<file path="src/rtl/codec_slave_intf.sv">
// Codec-side responder for the serial audio link: resynchronises the master's LRCLK/SCLK/SDin,
// deserialises left-justified samples and serialises right-justified samples onto SDout.
module codec_slave_intf #(
    parameter int DATA_W = 16,
    parameter int SLOTS  = 32
) (
    input  logic              clk,
    input  logic              rst,
    input  logic              LRCLK,
    input  logic              SCLK,
    input  logic              SDin,
    output logic              SDout,
    input  logic [DATA_W-1:0] tx_lft,
    input  logic [DATA_W-1:0] tx_rht,
    output logic [DATA_W-1:0] rx_lft,
    output logic [DATA_W-1:0] rx_rht,
    output logic              rx_valid,
    output logic              tx_req
);

    localparam int CW = $clog2(SLOTS + 1);
    localparam int IW = (DATA_W > 1) ? $clog2(DATA_W) : 1;

    localparam logic [CW-1:0] SLOTS_C = CW'(SLOTS);
    localparam logic [CW-1:0] DW_C    = CW'(DATA_W);
    localparam logic [CW-1:0] DWM1_C  = CW'(DATA_W - 1);
    localparam logic [CW-1:0] START_C = CW'(SLOTS - DATA_W);

    // Pin synchronisers and edge history
    logic lrclk_s1_q, lrclk_s1_d, lrclk_s2_q, lrclk_s2_d, lrclk_h_q, lrclk_h_d;
    logic sclk_s1_q,  sclk_s1_d,  sclk_s2_q,  sclk_s2_d,  sclk_h_q,  sclk_h_d;
    logic sdin_s1_q,  sdin_s1_d,  sdin_s2_q,  sdin_s2_d;

    logic              locked_q,    locked_d;
    logic [CW-1:0]     rcnt_q,      rcnt_d;
    logic [DATA_W-1:0] rx_shift_q,  rx_shift_d;
    logic [DATA_W-1:0] lft_stage_q, lft_stage_d;
    logic [DATA_W-1:0] rht_stage_q, rht_stage_d;
    logic              lft_ok_q,    lft_ok_d;
    logic              rht_ok_q,    rht_ok_d;
    logic [DATA_W-1:0] rx_lft_q,    rx_lft_d;
    logic [DATA_W-1:0] rx_rht_q,    rx_rht_d;
    logic              rx_valid_q,  rx_valid_d;
    logic [DATA_W-1:0] tx_hold_l_q, tx_hold_l_d;
    logic [DATA_W-1:0] tx_hold_r_q, tx_hold_r_d;
    logic              sdout_q,     sdout_d;

    logic              lr_rise, lr_fall, lr_edge;
    logic              sclk_rise, sclk_fall;
    logic [CW-1:0]     rise_idx;
    logic [DATA_W-1:0] shift_in;

    assign lr_rise   =  lrclk_s2_q & ~lrclk_h_q;
    assign lr_fall   = ~lrclk_s2_q &  lrclk_h_q;
    assign lr_edge   =  lr_rise | lr_fall;
    assign sclk_rise =  sclk_s2_q & ~sclk_h_q;
    assign sclk_fall = ~sclk_s2_q &  sclk_h_q;

    assign SDout    = sdout_q;
    assign rx_lft   = rx_lft_q;
    assign rx_rht   = rx_rht_q;
    assign rx_valid = rx_valid_q;
    // tx_lft/tx_rht are captured at the clock edge closing this strobe cycle
    assign tx_req   = lr_rise & ~rst;

    // Right-justified slot mapping: rise k carries word[SLOTS-1-k] in the last DATA_W slots
    function automatic logic tx_bit(input logic [CW-1:0] k, input logic [DATA_W-1:0] word);
        logic [IW-1:0] idx;
        idx = IW'(SLOTS_C - k - CW'(1));
        if (k >= START_C && k < SLOTS_C) begin
            return word[idx];
        end
        return 1'b0;
    endfunction

    always_comb begin
        lrclk_s1_d  = LRCLK;
        lrclk_s2_d  = lrclk_s1_q;
        lrclk_h_d   = lrclk_s2_q;
        sclk_s1_d   = SCLK;
        sclk_s2_d   = sclk_s1_q;
        sclk_h_d    = sclk_s2_q;
        sdin_s1_d   = SDin;
        sdin_s2_d   = sdin_s1_q;

        locked_d    = locked_q;
        rcnt_d      = rcnt_q;
        rx_shift_d  = rx_shift_q;
        lft_stage_d = lft_stage_q;
        rht_stage_d = rht_stage_q;
        lft_ok_d    = lft_ok_q;
        rht_ok_d    = 1'b0;
        rx_lft_d    = rx_lft_q;
        rx_rht_d    = rx_rht_q;
        rx_valid_d  = 1'b0;
        tx_hold_l_d = tx_hold_l_q;
        tx_hold_r_d = tx_hold_r_q;
        sdout_d     = sdout_q;

        rise_idx = lr_edge ? CW'(0) : rcnt_q;
        shift_in = {rx_shift_q[DATA_W-2:0], sdin_s2_q};

        // The pair is published the cycle after the right word lands
        if (rht_ok_q && lft_ok_q) begin
            rx_lft_d   = lft_stage_q;
            rx_rht_d   = rht_stage_q;
            rx_valid_d = 1'b1;
            lft_ok_d   = 1'b0;
        end

        if (locked_q || lr_rise) begin
            locked_d = 1'b1;

            if (lr_edge) begin
                rcnt_d = CW'(0);
                // A left half cut short never pairs with the following right half
                if (lr_fall && rcnt_q < DW_C) begin
                    lft_ok_d = 1'b0;
                end
                if (lr_rise) begin
                    tx_hold_l_d = tx_lft;
                    tx_hold_r_d = tx_rht;
                    sdout_d     = tx_bit(CW'(0), tx_lft);
                end else begin
                    sdout_d     = tx_bit(CW'(0), tx_hold_r_q);
                end
            end else if (sclk_fall) begin
                sdout_d = tx_bit(rcnt_q, lrclk_s2_q ? tx_hold_l_q : tx_hold_r_q);
            end

            if (sclk_rise) begin
                if (rise_idx < SLOTS_C) begin
                    rcnt_d = rise_idx + CW'(1);
                end
                if (rise_idx < DW_C) begin
                    rx_shift_d = shift_in;
                    if (rise_idx == DWM1_C) begin
                        if (lrclk_s2_q) begin
                            lft_stage_d = shift_in;
                            lft_ok_d    = 1'b1;
                        end else begin
                            rht_stage_d = shift_in;
                            rht_ok_d    = 1'b1;
                        end
                    end
                end
            end
        end
    end

    always_ff @(posedge clk) begin
        if (rst) begin
            lrclk_s1_q  <= 1'b0;
            lrclk_s2_q  <= 1'b0;
            lrclk_h_q   <= 1'b0;
            sclk_s1_q   <= 1'b0;
            sclk_s2_q   <= 1'b0;
            sclk_h_q    <= 1'b0;
            sdin_s1_q   <= 1'b0;
            sdin_s2_q   <= 1'b0;
            locked_q    <= 1'b0;
            rcnt_q      <= '0;
            rx_shift_q  <= '0;
            lft_stage_q <= '0;
            rht_stage_q <= '0;
            lft_ok_q    <= 1'b0;
            rht_ok_q    <= 1'b0;
            rx_lft_q    <= '0;
            rx_rht_q    <= '0;
            rx_valid_q  <= 1'b0;
            tx_hold_l_q <= '0;
            tx_hold_r_q <= '0;
            sdout_q     <= 1'b0;
        end else begin
            lrclk_s1_q  <= lrclk_s1_d;
            lrclk_s2_q  <= lrclk_s2_d;
            lrclk_h_q   <= lrclk_h_d;
            sclk_s1_q   <= sclk_s1_d;
            sclk_s2_q   <= sclk_s2_d;
            sclk_h_q    <= sclk_h_d;
            sdin_s1_q   <= sdin_s1_d;
            sdin_s2_q   <= sdin_s2_d;
            locked_q    <= locked_d;
            rcnt_q      <= rcnt_d;
            rx_shift_q  <= rx_shift_d;
            lft_stage_q <= lft_stage_d;
            rht_stage_q <= rht_stage_d;
            lft_ok_q    <= lft_ok_d;
            rht_ok_q    <= rht_ok_d;
            rx_lft_q    <= rx_lft_d;
            rx_rht_q    <= rx_rht_d;
            rx_valid_q  <= rx_valid_d;
            tx_hold_l_q <= tx_hold_l_d;
            tx_hold_r_q <= tx_hold_r_d;
            sdout_q     <= sdout_d;
        end
    end

endmodule

</file>
<file path="config.mk">
export PLATFORM = sky130hd
export DESIGN_NAME = codec_slave_intf
export DESIGN_NICKNAME = d
export VERILOG_FILES = /design/src/rtl/codec_slave_intf.sv
export SDC_FILE = /design/constraint.sdc
export NUM_CORES = 1
export LEC_CHECK = 0
export CAP_MARGIN = 0
export CORE_ASPECT_RATIO = 0.9
export CORE_MARGIN = 2
export CORE_UTILIZATION = 55
export CTS_BUF_LIST = sky130_fd_sc_hd__clkbuf_8
export CTS_CLUSTER_SIZE = 25
export DETAILED_ROUTE_END_ITERATION = 12
export DONT_BUFFER_PORTS = 1
export MAX_ROUTING_LAYER = met4
export PLACE_DENSITY = 0.81
export SKIP_LAST_GASP = 1
export SLEW_MARGIN = 20
export SYNTH_ARGS = -nofsm -noshare
export SYNTH_HDL_FRONTEND = slang
export SYNTH_SLANG_ARGS = --single-unit
</file>
<file path="constraint.sdc">
create_clock -name clk -period 5.6 [get_ports clk]
set_input_delay 1.4 -clock clk [delete_from_list [all_inputs] [get_ports clk]]
set_output_delay 1.4 -clock clk [all_outputs]
set_load 0.01 [all_outputs]
</file>
==> impl_metrics.tcl, run 1 <==
set metrics [dict create \
    drt_iter0_drc 137 \
    die_h_um 93.98 \
    viasPerCell 5.394 \
    clk-insertion-delay-late_ns 0.43 \
    yosysSeqAreaShare 0.5260 \
    ctsLongestPathBuffers 2 \
    max-cap-violations 0 \
    grt_pass1_wl_um 16000 \
    peakVddDrop_uv 158.4 \
    async_flop_share 0 \
    worstHoldPathType "flip-flop to flip-flop" \
    cts-resized-gates 0 \
    gp_congestion 0.7753 \
    ant_nets 0 \
    antennaDiodeCount 0 \
    dpl.hpwl_um 6208 \
    crit_buf_inv 0 \
    io-pin-count 72 \
    post_cts_buffers 0 \
    cts.sinks 130 \
    min_period_over_period 0.6528 \
    drive_gt1_frac 0.09942 \
    cts_made_buffers 17 \
    drc_errors 0 \
    worstSetupPathType "flip-flop to primary output" \
    setup.worst_path.start_class "flip-flop" \
    comb_power_share 0.022 \
    cp.arrival_ns 2.26 \
    setup_violations 0 \
    top_usage_layer "met2" \
    final_nets 540 \
    coreArea_sq_mm 0.008648 \
    fmax_mhz 273.5 \
    portBuffers 0 \
    power.share.clock 0.441 \
    synth_cell_types 44 \
    slowest_stage "dfxtp_1" \
    synth_edf_count 0 \
    tightestPinTransition_ns 0.9859 \
    rsz0062_at_grt "false" \
    seqPwrFrac 0.537 \
    clkTransAtPathRegs_ns 0.08 \
    synth_top_area_frac 0.5260 \
    switching_share 0.2295 \
    die_w_um 104.0 \
    start_util 0.5720 \
    critPathRequiredTime_ns 4.20 \
    yosys_most_used_dff "dfxtp_1" \
    grt_max_degree 132 \
    fin_ws_ns 1.944 \
    yosysTopAreaCell "dfxtp_1" \
    h-tree-depth 4 \
    status "finished, final reports clean" \
    cp_top_family "flip-flops" \
    ctsRootBufferMaster "clkbuf_8" \
    synth_common_cells "dfxtp_1 (130), nor2_1 (88), mux2i_1 (83)" \
    relSlewSlack 0.3427 \
    fin_crit_ns 3.656 \
    worstPathMaxFanout 17 \
    synth.most_common_cell "dfxtp_1" \
    dp_slack_ns 2.227 \
    track_usage 0.2113 \
    die-area_sq_mm 0.009771 \
    power.net_switching_mw 0.4027 \
    firstDrtPassIters 5 \
    hold_buffers 0 \
    antenna_found_initial 0 \
    rows 32 \
    nFillCells 722 \
    vias 3409 \
    grt-ovfl-total 0 \
    ys_ff_latch 130 \
    synth_cells 515 \
    tritoncts "done" \
    wire_per_inst_um 14.90 \
    grt.met1_usage 0.2537 \
    met3_usage 0.07143 \
    worst_setup_path_end_kind "primary output" \
    power.leakage_nw 2.073 \
    syn_to_final_growth_pct 7.941 \
    synthTopCellsByArea "dfxtp_1 (53%), mux2i_1 (17%), nor2_1 (6.7%)" \
    hold_viol_final 0 \
    grt.met2_usage 0.3344 \
    syn_avg_cell_area_sq_um 9.606 \
    setup-tns-final_ns 0 \
    wl_um 9418 \
    power_density_mw_per_mm2 328.6 \
    synth_nets 555 \
    crit_chain "ha_2 -> nor2b_1" \
    finalMaxSlewViolations 0 \
    synth_area_sq_mm 0.004947 \
    final.setup_skew_ns 0.01146 \
    ys_warn_count 0 \
    power.internal_mw 1.352 \
    max_stage_delay_ns 0.87 \
    grt_pass1_vias 3357 \
]
worst reg2reg max path, stage by stage, from the launching register on:
cell	delay, ns
dfxtp_1	0.87
ha_2	0.52
and2_1	0.20
ha_1	0.22
and4_4	0.20
nand4b_4	0.12
or2_1	0.77
mux2i_1	0.31
nor2_1	0.06
cell usage in the layout, fill, tap and decap left out, types with 2 or more instances in the layout:
| cell type | netlist | layout |
|---|---|---|
| inv_6 | 0 | 3 |
| a31oi_1 | 3 | 3 |
| clkbuf_8 | 0 | 17 |
| or2_1 | 2 | 2 |
| clkinv_4 | 0 | 4 |
| clkinv_2 | 0 | 3 |
| nor3_1 | 4 | 4 |
| mux4_2 | 4 | 4 |
| mux2_2 | 3 | 3 |
| nor2_1 | 88 | 88 |
| inv_1 | 3 | 3 |
| ha_1 | 3 | 2 |
| nand2_2 | 1 | 2 |
| nor4_1 | 2 | 2 |
| clkinvlp_4 | 0 | 3 |
| nand2b_1 | 2 | 2 |
| nor2b_1 | 9 | 9 |
| bufinv_16 | 0 | 2 |
| o21ai_0 | 4 | 4 |
| a21oi_1 | 38 | 38 |
| nand2_1 | 75 | 74 |
| mux2i_1 | 83 | 83 |
| dfxtp_1 | 130 | 130 |
| nand3_1 | 4 | 4 |
flip-flops by register name, indices dropped and copies added (netlist names), 6 cells and up:
signal       count
tx_hold_l_q     16
rht_stage_q     16
rcnt_q           6
tx_hold_r_q     16
rx_lft          16
rx_shift_q      15
rx_rht          16
lft_stage_q     16
through the flow:
step                      power (mW)  utilization  instance area, sq um  std cells  hold slack (ns)
after CTS                      1.772       0.6170                  5336        632           0.4535
after global placement        0.9993       0.5716                  4943        600           0.4400
final                          1.755       0.6175                  5340        632           0.4540
after floorplan                1.006            -                  4947        515           0.4138
after global routing           1.822       0.6175                  5340        632           0.4711
after detailed placement       1.001       0.5716                  4943        600           0.4304
path summary, 6_finish.rpt:
| path | startpoint | end | slack (ns) | depth (start not counted) |
|---|---|---|---|---|
| worst max-delay path | lrclk_h_d | tx_req | 1.94 | 2 |
| worst min-delay path | rht_stage_q[14] | rx_rht[14] | 0.45 | 2 |
| worst max register to register | lrclk_h_d | lft_stage_q[1] | 2.23 | 8 |
| worst min register to register | rht_stage_q[14] | rx_rht[14] | 0.45 | 2 |
metal layers:
layer / part of all wire / wire, um / up-vias
li1: - / - / 1701
met1: 0.46 / 4314 / 1617
met2: 0.47 / 4408 / 79
met3: 0.061 / 579 / 12
met4: 0.012 / 116 / 0
met5: 0 / 0 / -
final cells by class:
cell class,instances,area [sq um],area share
Clock buffer,17,234.0,0.04381
Clock inverter,15,158.9,0.02976
Multi-Input combinational cell,346,2173,0.4070
Timing Repair Buffer,1,7.507,0.001406
Sequential cell,130,2603,0.4873
Tap cell,119,148.9,0.02788
Inverter,4,15.01,0.002812
kinds of logic (layout without fill, tap and decap cells):
group	count (synthesis)	after routing	share of synthesized area
AO/OA/AOI/OAI	53	53	0.06045
buffers and inverters	39	37	0.03591
AND/OR/NAND/NOR	198	198	0.1735
multiplexers	90	90	0.1930
adder cells (fa/ha/maj)	3	3	0.007588
XOR/XNOR	2	2	0.003541
flip-flops	130	130	0.5261
power by group through the flow:
stage	Clock [mW]	Sequential, mW	Combinational, mW
6_report	0.775	0.942	0.0378
5_1_grt	0.836	0.944	0.0421
4_1_cts	0.792	0.942	0.0379
3_5_place_dp	0	0.964	0.0376
3_3_place_gp	0	0.963	0.0360
2_1_floorplan	0	0.959	0.0470
No activity file was read; power rests on OpenSTA's default activity.
==> run 2: changes to the inputs <==
==> constraint.sdc (replaced) <==
create_clock -name clk -period 3.5 [get_ports clk]
set_input_delay 0.875 -clock clk [delete_from_list [all_inputs] [get_ports clk]]
set_output_delay 0.875 -clock clk [all_outputs]
set_load 0.01 [all_outputs]
==> run 2 against run 1 <==
Compared with the run above:
- final cell count up 0.16%
- clock skew about the same
- flip-flop and latch count unchanged
- worst hold slack about the same
- clock power up 65%
- critical path depth up 7
- clock-buffer cell count unchanged
- core utilization up 0.23 points
- largest power group unchanged
==> impl_metrics.tcl, run 2 (synthesis results as in run 1) <==
set metrics [dict create \
    peakVddDrop_uv 333.6 \
    reg2regPathDepth 9 \
    worstHoldPathType "flip-flop to flip-flop" \
    timing.rr.end "lft_stage_q[15]" \
    drc_errors 0 \
    design_area_sq_mm 0.005360 \
    ant_nets 0 \
    hold_buffers 0 \
    grt-ovfl-total 0 \
    drt_iter0_drc 182 \
    io-pin-count 72 \
    cp_top_family "simple AND/OR/NAND/NOR gates" \
    wire_per_inst_um 15.20 \
    fmax_mhz 369.6 \
    status "finished, final reports clean" \
    setup_violations 0 \
    setup-tns-final_ns 0 \
    grt_max_degree 132 \
    critPathRequiredTime_ns 3.83 \
    die_w_um 104.0 \
    power_density_mw_per_mm2 532.0 \
    relSlewSlack 0.3566 \
    max_stage_delay_ns 0.76 \
    tritoncts "done" \
    worst_setup_path_end_kind "flip-flop" \
    top_layer "met4" \
    start_util 0.5720 \
    cts-resized-gates 0 \
    portBuffers 0 \
    power.share.clock 0.450 \
    max-cap-violations 0 \
    worstSetupPathType "flip-flop to flip-flop" \
    vias 3424 \
    worstHoldStart "rht_stage_q[8]" \
    firstDrtPassIters 4 \
    die-area_sq_mm 0.009771 \
    mostFrequentLayoutCell "dfxtp_1" \
    track_usage 0.2173 \
    rsz0062_at_grt "false" \
    die_h_um 93.98 \
    fin_crit_ns 2.705 \
    final_cell_mix "dfxtp_1 (130), nor2_1 (88), mux2i_1 (83), nand2_1 (74), a21oi_1 (38)" \
    hold_viol_final 0 \
    dp_slack_ns 0.7947 \
    antennaDiodeCount 0 \
    comb_power_share 0.023 \
    min_period_over_period 0.7729 \
    crit_chain "inv_1 -> ha_2 -> and2_1 -> ha_1 -> and4_4 -> nand4b_4 -> or2_1 -> mux2i_1 -> nor2_1" \
    worstPathMaxFanout 17 \
    power.net_switching_mw 0.6730 \
    grt_pass1_wl_um 16230 \
    cts_made_buffers 17 \
    rows 32 \
    drive_gt1_frac 0.1012 \
    crit_buf_inv 1 \
    finalMaxSlewViolations 0 \
    clkTransAtPathRegs_ns 0.08 \
    wl_met3_um 594 \
    hold_depth 2 \
    tightestPinTransition_ns 0.9650 \
    fin_util 0.6198 \
    final.setup_skew_ns 0.01124 \
    power.internal_mw 2.179 \
    rrSetupSlack_ns 0.79 \
    setup.worst_path.start_class "flip-flop" \
    viasPerCell 5.409 \
    coreArea_sq_mm 0.008648 \
    wl_um 9623 \
    dpl.hpwl_um 6236 \
    grt_pass1_vias 3416 \
    switching_share 0.2360 \
    clk-insertion-delay-late_ns 0.44 \
    routed-wl-met2_um 4712 \
    h-tree-depth 4 \
    power.leakage_nw 2.085 \
    wl_met1_um 4166 \
    holdPathEnd "rx_rht[8]" \
    antenna_found_initial 0 \
    syn_to_final_growth_pct 8.346 \
    gp_congestion 0.8189 \
    place_area_sq_mm 0.004951 \
    seqPwrFrac 0.528 \
    cts.sinks 130 \
    worstReg2RegStart "lrclk_h_q" \
    final_nets 541 \
    fin_ws_ns 0.7947 \
    post_cts_buffers 0 \
    cp.arrival_ns 3.03 \
    ctsRootBufferMaster "clkbuf_8" \
    slowest_stage "or2_1" \
    ctsLongestPathBuffers 2 \
]
[run 2: changes by cell type in the layout (fill, tap and decap cells not counted)]
cell | before | now
buf_4 | 1 | 2
clkinv_2 | 3 | 0
clkinv_4 | 4 | 3
clkinvlp_4 | 3 | 2
inv_6 | 3 | 8
[run 2: final cells by class]
type | instances | area [sq um]
fillers | 733 | 3288
repair buffers | 2 | 15.01
inverters | 4 | 15.01
flip-flops and latches | 130 | 2603
clock buffers | 17 | 234.0
multi-input cells | 346 | 2173
well taps | 119 | 148.9
clock inverters | 15 | 171.4
[run 2: power by group through the flow]
stage	Combinational (mW)	Sequential (mW)	Clock, mW
after global placement	0.0620	1.54	0
after floorplan	0.0752	1.54	0
after CTS	0.0655	1.50	1.31
final	0.0648	1.50	1.28
after detailed placement	0.0647	1.54	0
after global routing	0.0720	1.51	1.38
[run 2: per-stage QoR]
stage | hold WS [ns] | power (mW) | std cells
after floorplan | 0.4138 | 1.610 | 515
after global placement | 0.4350 | 1.600 | 601
after detailed placement | 0.4285 | 1.604 | 601
after CTS | 0.4513 | 2.882 | 633
after global routing | 0.4676 | 2.957 | 633
final | 0.4537 | 2.852 | 633
[run 2: metal layers]
layer	GRT usage	up-vias
li1	-	1702
met1	0.2493	1619
met2	0.3498	82
met3	0.07143	21
met4	0.1002	0
met5	-	-
[run 2: worst min-delay path: stages (launching register included)]
cell and delay, ns:
dfxtp_1 0.32, nand2_1 0.05, a21oi_1 0.05
[run 2: how the worst max path moves through the flow]
stage	endpoint	cells past startpoint	from
6_report	lft_stage_q[15]	9	lrclk_h_q
5_1_grt	lft_stage_q[15]	10	lrclk_h_q
4_1_cts	lft_stage_q[15]	9	lrclk_h_q
3_5_place_dp	lft_stage_q[15]	9	lrclk_h_q
3_3_place_gp	lft_stage_q[10]	9	lrclk_h_q
2_1_floorplan	lft_stage_q[10]	13	lrclk_h_q
==> run 3: changes to the inputs <==
==> constraint.sdc (replaced) <==
create_clock -name clk -period 2.6 [get_ports clk]
set_input_delay 0.65 -clock clk [delete_from_list [all_inputs] [get_ports clk]]
set_output_delay 0.65 -clock clk [all_outputs]
set_load 0.01 [all_outputs]
==> run 3 against run 2 <==
Compared with the run above:
- via count grew 0.20%
- critical path depth grew 2
- clock skew grew 0.0036 ns
- setup slack lost 0.62 ns
- cell area grew 0.82%
- first-iteration DRC count grew 10%
- register-to-register slack lost 0.62 ns
- worst hold slack lost 0.15 ns
- clock-buffer cell count is the same
- critical endpoint is now lft_stage_q[5]
==> impl_metrics.tcl, run 3 (synthesis results as in run 1) <==
set metrics [dict create \
    status "finished, final reports clean" \
    final.setup_skew_ns 0.01481 \
    worstSetupPathType "flip-flop to flip-flop" \
    cp.arrival_ns 2.74 \
    die_w_um 104.0 \
    grt_max_degree 132 \
    antenna_found_initial 0 \
    finalMaxSlewViolations 0 \
    clkTransAtPathRegs_ns 0.08 \
    die-area_sq_mm 0.009771 \
    tightestPinTransition_ns 0.5274 \
    worstHoldPathType "input pin to flip-flop" \
    coreArea_sq_mm 0.008648 \
    crit_buf_inv 3 \
    die_h_um 93.98 \
    power_density_mw_per_mm2 712.7 \
    cp_top_family "simple AND/OR/NAND/NOR gates" \
    portBuffers 0 \
    io-pin-count 72 \
    dpl.hpwl_um 6225 \
    grt-ovfl-total 0 \
    holdWs_ns 0.3020 \
    setup_violations 0 \
    slowest_stage "ha_2" \
    wire_per_inst_um 14.98 \
    dp_slack_ns 0.2044 \
    grt_pass1_wl_um 15900 \
    ctsRootBufferMaster "clkbuf_8" \
    place_area_sq_mm 0.004996 \
    ctsLongestPathBuffers 2 \
    mostFrequentLayoutCell "dfxtp_1" \
    finalPower_mw 3.851 \
    gp_congestion 0.8090 \
    worstHoldStart "rst" \
    dpl.cell_count 607 \
    worstReg2RegStart "lrclk_h_q" \
    hold_viol_final 0 \
    final_nets 547 \
    track_usage 0.2085 \
    max_stage_delay_ns 0.43 \
    drt_iter0_drc 201 \
    critPathRequiredTime_ns 2.91 \
    drc_errors 0 \
    syn_to_final_growth_pct 9.231 \
    power.leakage_nw 2.120 \
    design_area_sq_mm 0.005404 \
    min_period_over_period 0.9331 \
    setup.worst_path.start_class "flip-flop" \
    viasPerCell 5.369 \
    post_cts_buffers 0 \
    cp-startpoint "lrclk_h_q" \
    worst_setup_path_end_kind "flip-flop" \
    cts-resized-gates 0 \
    worstPathMaxFanout 17 \
    clk-insertion-delay-late_ns 0.42 \
    wl_um 9574 \
    max-cap-violations 0 \
    fin_crit_ns 2.426 \
    firstDrtPassIters 6 \
    h-tree-depth 4 \
    grt_pass1_vias 3396 \
    fin_util 0.6249 \
    crit_chain "inv_1 -> ha_2 -> nand2_1 -> inv_1 -> ha_1 -> and4_4 -> nand4b_4 -> or2_1 -> buf_4 -> mux2i_1 -> nor2_1" \
    hold_buffers 0 \
    fmax_mhz 412.2 \
    drive_gt1_frac 0.1077 \
    rows 32 \
    antennaDiodeCount 0 \
    ant_nets 0 \
    layoutNonFillerInstCount 639 \
    start_util 0.5720 \
    setup-tns-final_ns 0 \
    peakVddDrop_uv 355.7 \
    tritoncts "done" \
    rsz0062_at_grt "false" \
    vias 3431 \
    final_cell_mix "dfxtp_1 (130), nor2_1 (88), mux2i_1 (83), nand2_1 (75), a21oi_1 (38)" \
    crit_top_cell "inv_1" \
    cts.sinks 130 \
    relSlewSlack 0.6484 \
    fin_ws_ns 0.1740 \
    cts_made_buffers 17 \
]
-- run 3: cell count changes in the layout (fill, tap and decap cells not counted), sizes merged --
| cell | delta |
|---|---|
| inv | -1 |
| clkinv | +2 |
| clkinvlp | -1 |
| buf | +6 |
-- run 3: final cells by class --
cell class                      count  area [sq um]
Clock buffer                       17         234.0
Clock inverter                     15         173.9
Multi-Input combinational cell    346          2170
Timing Repair Buffer                8         60.06
Sequential cell                   130          2603
Inverter                            4         15.01
Fill cell                         748          3244
Tap cell                          119         148.9
-- run 3: final timing paths --
check	depth (start not counted)	slack, ns	end
setup / recovery	11	0.17	lft_stage_q[5]
hold / removal	1	0.30	sclk_s1_q
setup reg to reg	11	0.17	lft_stage_q[5]
hold reg to reg	1	0.45	sdin_s2_q
-- run 3: report_power, final --
group / switching (mW) / leakage, nW / internal [mW]
Clock: 0.855 / 0.206 / 0.884
Combinational: 0.0460 / 0.864 / 0.0418
Sequential: 0.0126 / 1.05 / 2.01
Total: 0.913 / 2.12 / 2.94
-- run 3: layer usage --
layer  GRT usage  part of all wire
met2      0.3284              0.48
met1      0.2542              0.46
met5           -                 0
met3     0.08183             0.054
met4     0.05068            0.0044
-- run 3: worst reg2reg max path: stages (launching register included) --
cell      delay [ns]
dfxtp_1         0.35
inv_1           0.05
ha_2            0.43
nand2_1         0.10
inv_1           0.10
ha_1            0.18
and4_4          0.25
nand4b_4        0.14
or2_1           0.23
buf_4           0.24
mux2i_1         0.21
nor2_1          0.05
